[config.mk]
export PLATFORM = sky130hd
export DESIGN_NAME = ni_packetizer
export DESIGN_NICKNAME = d
export VERILOG_FILES = /design/src/rtl/ni_packetizer_pkg.sv /design/src/rtl/ni_packetizer_vc_credit_counter.sv /design/src/rtl/ni_packetizer.sv
export SDC_FILE = /design/constraint.sdc
export NUM_CORES = 1
export LEC_CHECK = 0
export ABC_AREA = 1
export BUFFER_PORTS_ARGS = -buffer_cell sky130_fd_sc_hd__buf_2
export CAP_MARGIN = 25
export CORE_UTILIZATION = 53
export CTS_CLUSTER_DIAMETER = 40
export DETAILED_ROUTE_END_ITERATION = 6
export PLACE_DENSITY_LB_ADDON = 0.15
export SLEW_MARGIN = 20
export SYNTH_ARGS = -nofsm -noshare
export SYNTH_HDL_FRONTEND = slang
export SYNTH_SLANG_ARGS = --single-unit
[constraint.sdc]
create_clock -name clk -period 3.46 [get_ports clk]
set_clock_uncertainty 0.05 [all_clocks]
set_input_delay 0.173 -clock clk [delete_from_list [all_inputs] [get_ports clk]]
set_output_delay 0.173 -clock clk [all_outputs]
set_load 0.02 [all_outputs]
[src/rtl/ni_packetizer_pkg.sv]
// Shared constants for the NI packetizer: VC count, flit type codes, head-flit field layout.
package ni_packetizer_pkg;

    localparam int NUM_VC   = 4;
    localparam int VC_IDX_W = $clog2(NUM_VC);

    localparam logic [1:0] FT_HEAD   = 2'b00;
    localparam logic [1:0] FT_BODY   = 2'b01;
    localparam logic [1:0] FT_TAIL   = 2'b10;
    localparam logic [1:0] FT_SINGLE = 2'b11;

    localparam int HF_DST_LSB     = 0;
    localparam int HF_Y_LSB       = 8;
    localparam int HF_X_LSB       = 12;
    localparam int HF_LEN_LSB     = 16;
    localparam int HEAD_PAYLOAD_W = 24;

    localparam logic [1:0] ST_IDLE = 2'd0;
    localparam logic [1:0] ST_HEAD = 2'd1;
    localparam logic [1:0] ST_BODY = 2'd2;

    function automatic logic [HEAD_PAYLOAD_W-1:0] head_payload(
        input logic [7:0] dst,
        input logic [3:0] x,
        input logic [3:0] y,
        input logic [7:0] len
    );
        logic [HEAD_PAYLOAD_W-1:0] p;
        p = '0;
        p[HF_DST_LSB +: 8] = dst;
        p[HF_Y_LSB   +: 4] = y;
        p[HF_X_LSB   +: 4] = x;
        p[HF_LEN_LSB +: 8] = len;
        return p;
    endfunction

    function automatic logic [NUM_VC-1:0] vc_onehot(input logic [VC_IDX_W-1:0] idx);
        return NUM_VC'(1) << idx;
    endfunction

endpackage

[src/rtl/ni_packetizer_vc_credit_counter.sv]
// Per-VC downstream credit counter: starts full, +1 on credit return, -1 on send.
module vc_credit_counter #(
    parameter int DEPTH = 4,
    parameter int CW    = $clog2(DEPTH + 1)
) (
    input  logic          clk,
    input  logic          rst,
    input  logic          inc_i,
    input  logic          dec_i,
    output logic [CW-1:0] count_o,
    output logic          nonzero_o
);

    localparam logic [CW-1:0] MAX_CNT = CW'(DEPTH);

    logic [CW-1:0] count_q, count_d;

    always_comb begin
        count_d = count_q;
        if (inc_i && !dec_i) begin
            if (count_q != MAX_CNT) count_d = count_q + CW'(1);
        end else if (dec_i && !inc_i) begin
            if (count_q != '0) count_d = count_q - CW'(1);
        end
    end

    always_ff @(posedge clk) begin
        if (rst) count_q <= MAX_CNT;
        else     count_q <= count_d;
    end

    assign count_o   = count_q;
    assign nonzero_o = (count_q != '0);

    // A credit returned into a full counter means the downstream buffer lied.
    credit_overflow_a: assert property (@(posedge clk) disable iff (rst)
        !(inc_i && !dec_i && (count_q == MAX_CNT)));

endmodule

[src/rtl/ni_packetizer.sv]
// NI injection: turns descriptors plus payload into head/body/tail flits on a per-packet VC.
module ni_packetizer
    import ni_packetizer_pkg::*;
#(
    parameter int CUR_X     = 0,
    parameter int CUR_Y     = 0,
    parameter int FLIT_W    = 32,
    parameter int BUF_DEPTH = 4,
    localparam int CW       = $clog2(BUF_DEPTH + 1)
) (
    input  logic                         clk,
    input  logic                         rst,
    input  logic                         pkt_valid,
    output logic                         pkt_ready,
    input  logic [7:0]                   pkt_dst,
    input  logic [7:0]                   pkt_len,
    input  logic                         data_valid,
    output logic                         data_ready,
    input  logic [FLIT_W-3:0]            data_in,
    output logic                         flit_valid,
    output logic [FLIT_W-1:0]            flit_out,
    output logic [NUM_VC-1:0]            flit_vc,
    input  logic [NUM_VC-1:0]            credit_in,
    output logic [1:0]                   dbg_state,
    output logic [NUM_VC-1:0][CW-1:0]    dbg_credits
);

    logic [1:0]              state_q, state_d;
    logic [7:0]              rem_q, rem_d;
    logic [7:0]              dst_q, len_q;
    logic [VC_IDX_W-1:0]     vc_q, rr_q;
    logic                    flit_valid_q;
    logic [FLIT_W-1:0]       flit_q;
    logic [NUM_VC-1:0]       flit_vc_q;

    logic [NUM_VC-1:0][CW-1:0] credit_cnt;
    logic [NUM_VC-1:0]       credit_nz;
    logic [NUM_VC-1:0]       credit_dec;
    logic                    sel_found;
    logic [VC_IDX_W-1:0]     sel_idx, cand;
    logic                    head_fire, body_fire;
    logic [FLIT_W-1:0]       head_flit;

    // Round-robin search from rr_q; NUM_VC is a power of two so the index wraps naturally.
    always_comb begin
        sel_found = 1'b0;
        sel_idx   = rr_q;
        cand      = rr_q;
        for (int i = 0; i < NUM_VC; i++) begin
            cand = rr_q + VC_IDX_W'(i);
            if (!sel_found && credit_nz[cand]) begin
                sel_found = 1'b1;
                sel_idx   = cand;
            end
        end
    end

    assign pkt_ready  = !rst && (state_q == ST_IDLE);
    assign data_ready = !rst && (state_q == ST_BODY) && credit_nz[vc_q];
    assign head_fire  = (state_q == ST_HEAD) && sel_found;
    assign body_fire  = data_valid && data_ready;

    always_comb begin
        head_flit = '0;
        head_flit[FLIT_W-1 -: 2] = (len_q == 8'd0) ? FT_SINGLE : FT_HEAD;
        head_flit[HEAD_PAYLOAD_W-1:0] = head_payload(dst_q, 4'(CUR_X), 4'(CUR_Y), len_q);
    end

    always_comb begin
        credit_dec = '0;
        if (head_fire) credit_dec[sel_idx] = 1'b1;
        if (body_fire) credit_dec[vc_q]    = 1'b1;
    end

    always_comb begin
        state_d = state_q;
        rem_d   = rem_q;
        case (state_q)
            ST_IDLE: begin
                if (pkt_valid) begin
                    state_d = ST_HEAD;
                    rem_d   = pkt_len;
                end
            end
            ST_HEAD: begin
                if (sel_found) state_d = (len_q == 8'd0) ? ST_IDLE : ST_BODY;
            end
            ST_BODY: begin
                if (body_fire) begin
                    rem_d = rem_q - 8'd1;
                    if (rem_q == 8'd1) state_d = ST_IDLE;
                end
            end
            default: state_d = ST_IDLE;
        endcase
    end

    always_ff @(posedge clk) begin
        if (rst) begin
            state_q      <= ST_IDLE;
            rem_q        <= '0;
            dst_q        <= '0;
            len_q        <= '0;
            vc_q         <= '0;
            rr_q         <= '0;
            flit_valid_q <= 1'b0;
            flit_q       <= '0;
            flit_vc_q    <= '0;
        end else begin
            state_q      <= state_d;
            rem_q        <= rem_d;
            flit_valid_q <= head_fire || body_fire;
            if (state_q == ST_IDLE && pkt_valid) begin
                dst_q <= pkt_dst;
                len_q <= pkt_len;
            end
            if (head_fire) begin
                flit_q    <= head_flit;
                flit_vc_q <= vc_onehot(sel_idx);
                vc_q      <= sel_idx;
                rr_q      <= sel_idx + VC_IDX_W'(1);
            end else if (body_fire) begin
                flit_q    <= {(rem_q == 8'd1) ? FT_TAIL : FT_BODY, data_in};
                flit_vc_q <= vc_onehot(vc_q);
            end
        end
    end

    for (genvar v = 0; v < NUM_VC; v++) begin : g_vc
        vc_credit_counter #(
            .DEPTH (BUF_DEPTH),
            .CW    (CW)
        ) u_cnt (
            .clk       (clk),
            .rst       (rst),
            .inc_i     (credit_in[v]),
            .dec_i     (credit_dec[v]),
            .count_o   (credit_cnt[v]),
            .nonzero_o (credit_nz[v])
        );
    end

    assign flit_valid  = flit_valid_q;
    assign flit_out    = flit_q;
    assign flit_vc     = flit_vc_q;
    assign dbg_state   = state_q;
    assign dbg_credits = credit_cnt;

endmodule

# Word level (Yosys, flattened, before mapping)
# Cells that the tools add are included.
[classes] n_eq_ne=15 n_mux=54 add_sub_neg=13 order_cmp=8 n_bitwise=1 reduce_logical=55 shifts=2
[ops] cell="$mux 32" n=2
[ops] cell="$mux 3" n=16
[ops] cell="$mux 2" n=10
[ops] cell="$reduce_bool 2->1" n=10
[ops] cell="$logic_and 1x1->1" n=19
[ops] cell="$lt 2x3->1 const B" n=6
[ops] cell="$mux 4" n=4
[ops] cell="$mux 8" n=2
[ops] cell="$pmux 8 s2" n=1
[ops] cell="$reduce_and 3->1" n=5
[ops] cell="$ne 2x2->1 const B" n=7
[ops] cell="$add 3x1->3 const B" n=4
[ops] cell="$logic_not 1->1" n=12
[ops] cell="$ne 3x3->1 const B" n=4
[ops] cell="$reduce_bool 3->1" n=4
[ops] cell="$sub 3x1->3 const B" n=4
[ops] cell="$mux 1" n=11
[ops] cell="$bmux 1 s2" n=5
[ops] cell="$eq 8x1->1 const B" n=1
[ops] cell="$logic_not 8->1" n=1
[ops] cell="$shl 1x2->4 const A" n=2
[ops] cell="$sub 8x1->8 const B" n=1
[ops] cell="$pmux 2 s3" n=1
[ops] cell="$add 2x1->2 const B" n=2
[ops] cell="11 further kinds" n=14
[word_totals] output_inout_bits=53 inputBits=54 wordCells=162 register_bits=79

# Logic depth before layout (Yosys ltp)
[depth] depth_word=24 mapped_depth=25

# Modules after synthesis
# A second synthesis with hierarchy kept.
[unflattened] cells_unflattened=602 hier_area_um2=4152.7
[by_module_without_submodules] module="ni_packetizer" seq_area_each_um2=1341.3 area_each_um2=3296.9 cells_per_inst=474 n_inst=1
[by_module_without_submodules] module="vc_credit_counter" seq_area_each_um2=60.1 area_each_um2=214.0 cells_per_inst=32 n_inst=4

# Worst setup path after synthesis
# Ideal clock, no wire load.
[synth_path] kind="reg2reg" startpoint="register state_q[1], in the netlist dbg_state[1]" endpoint="register g_vc[2].u_cnt.count_q[2]" setup_slack_ns=0.494 setup_ns=0.127 stages_incl_launch_ff=19 synth_period_minus_slack_ns=2.966 arrival_ns=2.789 path_cell_list="dfxtp_1 > inv_2 > nor2_4 > inv_2 > nor3_1 > and2_2 > nand2_4 > buf_4 > buf_2 > o21ai_0 > inv_1 > ha_1 > xnor2_1 > ha_1 > nor2_1 > xnor2_1 > nor2_1 > a21oi_1 > o21ai_0"
[synth_between] elab_chain_len=9 word_cells_on_any_way=17 cone_classes="eq/ne: 3; mux: 3; bitwise: 1; reduce/logical: 10"
[synth_rtl] element="start, declared" line="ni_packetizer.sv:28" source="logic [1:0] state_q, state_d;"
[synth_rtl] element="start signal, assigned" line="ni_packetizer.sv:110" source="state_q <= state_d;"
[synth_rtl] element="$eq 2x2->1 (*)" line="ni_packetizer.sv:59" source="assign data_ready = !rst && (state_q == ST_BODY) && credit_nz[vc_q];"
[synth_rtl] element="$logic_and 1x1->1 (*) (2 in series)" line="ni_packetizer.sv:59"
[synth_rtl] element="via data_ready" line="ni_packetizer.sv:18" source="output logic data_ready,"
[synth_rtl] element="$logic_and 1x1->1 (*)" line="ni_packetizer.sv:61" source="assign body_fire = data_valid && data_ready;"
[synth_rtl] element="$mux 4 (*)" line="ni_packetizer.sv:72" source="if (body_fire) credit_dec[vc_q] = 1'b1;"
[synth_rtl] element="$logic_not 1->1" line="ni_packetizer_vc_credit_counter.sv:20" source="if (inc_i && !dec_i) begin"
[synth_rtl] element="$logic_and 1x1->1" line="ni_packetizer_vc_credit_counter.sv:20"
[synth_rtl] element="$ne 2x2->1 (no line) / $reduce_bool 2->1 (equally long branches)"
[synth_rtl] element="$reduce_and 3->1 (no line)"
[synth_rtl] element="end signal, assigned" line="ni_packetizer_vc_credit_counter.sv:29" source="else count_q <= count_d;"
[synth_rtl] element="end, declared" line="ni_packetizer_vc_credit_counter.sv:16" source="logic [CW-1:0] count_q, count_d;"
# Mark *: on every way through the listed nets, which the timed path passes. The rest lies on a longest branch.
# A chain may end at the register's enable or synchronous reset.

# Worst setup path in the final report
[layout_path] startpoint="register rr_q[1]" endpoint="register g_vc[0].u_cnt.count_q[2]"
[layout_between] elab_chain_len=23 word_cells_on_any_way=41 cone_classes="add/sub: 3; order compare: 2; eq/ne: 1; mux: 20; bitwise: 1; reduce/logical: 14"
[layout_rtl] element="start, declared" line="ni_packetizer.sv:31" source="logic [VC_IDX_W-1:0] vc_q, rr_q;"
[layout_rtl] element="start signal, assigned" line="ni_packetizer.sv:121" source="rr_q <= sel_idx + VC_IDX_W'(1);"
[layout_rtl] element="branches (longest 11 deep; another with $add 2x1->2)"
[layout_rtl] element="$mux 2 (*)" line="ni_packetizer.sv:51" source="if (!sel_found && credit_nz[cand]) begin"
[layout_rtl] element="via sel_idx[1]" line="ni_packetizer.sv:40" source="logic [VC_IDX_W-1:0] sel_idx, cand;"
[layout_rtl] element="$lt 2x3->1 (not written as such) / $ge 2x1->1 (equally long branches)" line="ni_packetizer.sv:71" source="if (head_fire) credit_dec[sel_idx] = 1'b1;"
[layout_rtl] element="$logic_and 1x1->1 (not written as such)" line="ni_packetizer.sv:71"
[layout_rtl] element="$mux 1 (not written as such)" line="ni_packetizer.sv:71"
[layout_rtl] element="$demux 1 s2 (*)" line="ni_packetizer.sv:71"
[layout_rtl] element="$mux 4 (*)" line="ni_packetizer.sv:71"
[layout_rtl] element="$or 4x4->4 (no line)"
[layout_rtl] element="$mux 4 (*)" line="ni_packetizer.sv:72"
[layout_rtl] element="$logic_not 1->1" line="ni_packetizer_vc_credit_counter.sv:20"
[layout_rtl] element="$logic_and 1x1->1" line="ni_packetizer_vc_credit_counter.sv:20"
[layout_rtl] element="$ne 2x2->1 (no line) / $reduce_bool 2->1 (equally long branches)"
[layout_rtl] element="$reduce_and 3->1 (no line)"
[layout_rtl] element="end signal, assigned" line="ni_packetizer_vc_credit_counter.sv:29"
[layout_rtl] element="end, declared" line="ni_packetizer_vc_credit_counter.sv:16"
# Mark *: on every way through the listed nets, which the timed path passes. The select of a mux whose other input is x is not followed.

==> reports/qor.json <==
{
  "sta": {
    "finalHoldViolations": 0,
    "setup-violations-final": 0,
    "fmax_mhz": 320,
    "final-max-slew-violation-count": 0,
    "max-slew-margin-rel_pct": 57.8,
    "min_period_ps": 3130,
    "fin_ws_ps": 331,
    "layout_worst_path_cycle_share_pct": 90.4,
    "tightestPinTransition_ps": 631,
    "setup_total_negative_slack_ps": 0,
    "grt_setup_unrepaired": "false"
  },
  "clock_network": {
    "level_count_of_the_clock_h_tree": 3,
    "tritoncts": "built",
    "post_cts.repair.setup_buffers": 0,
    "insertion_delay_ps": 350,
    "clock-sinks": 79,
    "clk_pin_slew_ps": 90,
    "cts_made_buffers": 9,
    "ctsLongestPathBuffers": 2,
    "clockRootBuffer": "clkbuf_8"
  },
  "worst_setup_path": {
    "worstSetupEndpointType": "flip-flop",
    "critical_path.startpoint_type": "flip-flop",
    "path_max_fanout": 8,
    "critPathBufInv": 4,
    "worstReg2RegStart": "rr_q[1]",
    "crit_slowest_cell": "dfxtp_2",
    "timing.setup.critical_path_class": "reg -> reg",
    "worstPathCellList": "inv_4 -> nand2_1 -> nand2_1 -> nand3_1 -> nand2_1 -> nor2_4 -> nand3_1 -> nand2_1 -> nand2_1 -> nand2_1 -> inv_1 -> ha_1 -> nand2_1 -> o21ai_0 -> inv_1 -> ha_1 -> inv_1 -> fa_1 -> xnor2_1 -> a21oi_1 -> o21ai_0",
    "required_ps": 3640,
    "rr_worst_depth": 21,
    "worst_ep_arrival_time_ps": 3310,
    "timing.critical_path.slowest_cell_delay_ps": 450,
    "rrSetupSlack_ps": 330,
    "critPathMostFrequentCell": "nand2_1",
    "critical-path-top-delay-family": "simple AND/OR/NAND/NOR gates",
    "rr_endpoint": "g_vc[0].u_cnt.count_o[2]"
  },
  "global_route": {
    "grt_antenna_before_repair": 0,
    "grt.overflow.total": 0,
    "grt_start_max_net_pins": 39,
    "grt_pass1_wl_um": 16600,
    "overall_track_demand_over_capacity_in_global_routing_pct": 25.1,
    "first_global_vias": 3702
  },
  "synthesis": {
    "postSynthRegisterBits": 79,
    "post_synth_xor_area_fraction_pct": 2.14,
    "post_synth_and_or_nand_nor_area_fraction_pct": 29.9,
    "number_of_nets_produced_by_synthesis": 622,
    "synth-adder-area-share_pct": 5.14,
    "post-synth-top-area-fraction_pct": 38.7,
    "synth_ff_type": "dfxtp_1",
    "synth_mux_area_share_pct": 0,
    "netlist_top_cells_area": "dfxtp_1 39%, nand2_1 13%, o21ai_0 5.4%, a21oi_1 5.3%, nor2_1 4.7%",
    "syn_std_cell_area_um2": 4090,
    "synthArstFlopShare_pct": 0,
    "yosys.cell_types.count": 39,
    "dominant_combinational_cell_family_by_area_after_synthesis": "simple AND/OR/NAND/NOR gates",
    "synth-edff-count": 0,
    "synth_top_cell_by_area": "dfxtp_1",
    "synth_area_per_cell_um2": 7.39,
    "synth.yosys.warnings": 0,
    "synth_area_in_compound_gates_pct": 15.7,
    "synth_sequential_area_ratio_pct": 38.7,
    "syn-instance-count": 553
  },
  "outcome": {
    "run_status": "finished clean"
  },
  "floorplan": {
    "design.die.area_um2": 8070,
    "initial_utilization_pct": 55.5,
    "die_h_um": 89.8,
    "core_um2": 7370,
    "io_pins": 107,
    "rows": 31,
    "fp.dieW_um": 89.8
  },
  "worst_hold_path": {
    "hold_path_end": "flit_out[25]",
    "min-delay-start": "data_in[25]",
    "worstHoldPathCells": 3,
    "hold_class": "in -> reg"
  },
  "cells_and_area": {
    "final_layout_size_suffix_gt1_share_pct": 25.6,
    "nFillCells": 692,
    "final_nets": 720,
    "n_antenna_cell": 0,
    "finish.cell_count_without_fillers": 755,
    "postLayoutCoreUtil_pct": 65.8,
    "layout-area-overhead-vs-synth_pct": 18.6
  },
  "drt": {
    "remaining_drc_errors": 0,
    "wire_length_per_cell_um": 13.1,
    "post_route_ant_nets": 0,
    "wl_um": 9870,
    "drtPass1Iterations": 6,
    "drt_iter0_drc": 216,
    "vias_per_cell": 5.17,
    "routed-via-count": 3905
  },
  "place": {
    "hpwlAfterDp_um": 7150,
    "dp_worst_setup_slack_ps": 129,
    "gpl.final_weighted_congestion": 0.854,
    "dp_cells": 738,
    "place.port_buffers": 106
  },
  "pwr": {
    "power.density_nw_per_um2": 541,
    "leakagePower_nw": 2.26,
    "worst_ir_drop_vdd_mv": 0.274
  },
  "run": {
    "max_cap_violations": 0
  }
}
[cells in the mapped netlist, types with 2 or more instances]
master    number
ha_1          12
o21ai_0       44
nor2_4         5
buf_6          3
nand3_2        5
nand4_1        2
or2_2          2
inv_4          2
nand3_4        3
a21oi_1       43
nand2_1      146
a21oi_2        3
buf_4          7
nor2_2         3
nor2_8         3
nor3_1         2
nand2_4        3
a211oi_1       5
clkbuf_1       9
buf_2          4
o21ai_1        3
dfxtp_1       79
xor2_1         3
fa_1           3
nor2_1        51
nor4_1         4
a31oi_1       15
inv_1         46
inv_2          3
nand3_1       20
xnor2_1        7
nand2_2        6
[worst max path at each step]
stage	from	endpoint	slack (ps)	cells after the start
global route	rr_q[1]	g_vc[1].u_cnt.count_o[2]	10	21
finish	rr_q[1]	g_vc[0].u_cnt.count_o[2]	330	21
detailed placement	rr_q[0]	g_vc[0].u_cnt.count_o[2]	130	21
global placement	rr_q[0]	g_vc[0].u_cnt.count_o[2]	320	21
floorplan	dbg_state[1]	g_vc[2].u_cnt.count_o[2]	490	18
CTS	rr_q[0]	g_vc[0].u_cnt.count_o[2]	120	21
[flip-flops by register name, indices dropped and copies added (netlist names)]
name	cells
vc_q	2
g_vc.u_cnt.count_o	12
rem_q	8
flit_valid	1
rr_q	2
len_q	8
flit_vc	4
dbg_state	2
flit_out	32
dst_q	8
[timing repair]
item                                    4_1_cts  5_1_grt
endpoints found under the setup margin        0       10
hold buffers                                  0        1
gates resized for setup                       0        5
endpoints found under the hold margin         0        1
[power by group]
group          switching (W)  internal, W  total, W
clock               0.000368     0.000344  0.000712
combinational       0.000516     0.000289  0.000805
sequential          0.000105      0.00100   0.00111
total               0.000989      0.00163   0.00262
[layout make-up]
cell class / count / area [um^2] / share of cell area (%)
clock buffer: 9 / 124 / 2.55
clock inverter: 7 / 77.6 / 1.60
inverter: 52 / 205 / 4.23
multi-input combinational: 399 / 2170 / 44.7
sequential: 79 / 1590 / 32.7
tap: 99 / 124 / 2.55
timing repair buffer: 110 / 563 / 11.6
[cells by family (layout without fill, tap and decap cells)]
group                    after synthesis  count (layout)
flip-flops                            79              79
XOR/XNOR                              10              10
adder cells (fa/ha/maj)               15              15
buffers and inverters                 75             178
AO/OA/AOI/OAI                        117             117
AND/OR/NAND/NOR                      257             257
[metal layers]
layer	track usage, %	share of wire, %	vias to the layer above
li1	-	-	1997
met3	5.84	5.2	11
met4	6.01	1.3	0
met2	42.2	47	103
met1	32.7	47	1794
met5	0	0	-
[through the flow]
stage | power, W | hold slack [ps] | area (um^2)
final | 0.00262 | 8.74 | 4850
after global routing | 0.00279 | 2.66 | 4850
after CTS | 0.00262 | 10.9 | 4830
after detailed placement | 0.00192 | 383 | 4630
after global placement | 0.00189 | 372 | 4630
after floorplan | 0.00171 | 266 | 4090
[worst reg2reg max path: cells and delay by family (launching register included)]
family | cells | cell delay, ps
XOR/XNOR | 1 | 140
AND/OR/NAND/NOR | 10 | 960
flip-flops | 1 | 450
AO/OA/AOI/OAI | 3 | 350
adder cells (fa/ha/maj) | 3 | 740
buffers and inverters | 4 | 310
[cell usage in the layout (no fill, tap or decap), types with 4 or more instances in the layout]
cell type and n:
nand2_1 146, a31oi_1 15, dfxtp_1 76, nand3_2 5, xnor2_1 7, nor2_1 51, nor4_1 4, o21ai_0 44
nand3_1 20, clkbuf_8 9, ha_1 12, nand2_2 6, a211oi_1 5, inv_1 46, a21oi_1 43, nor2_4 6
buf_2 106, inv_6 4
No activity file was read; power rests on OpenSTA's default activity.
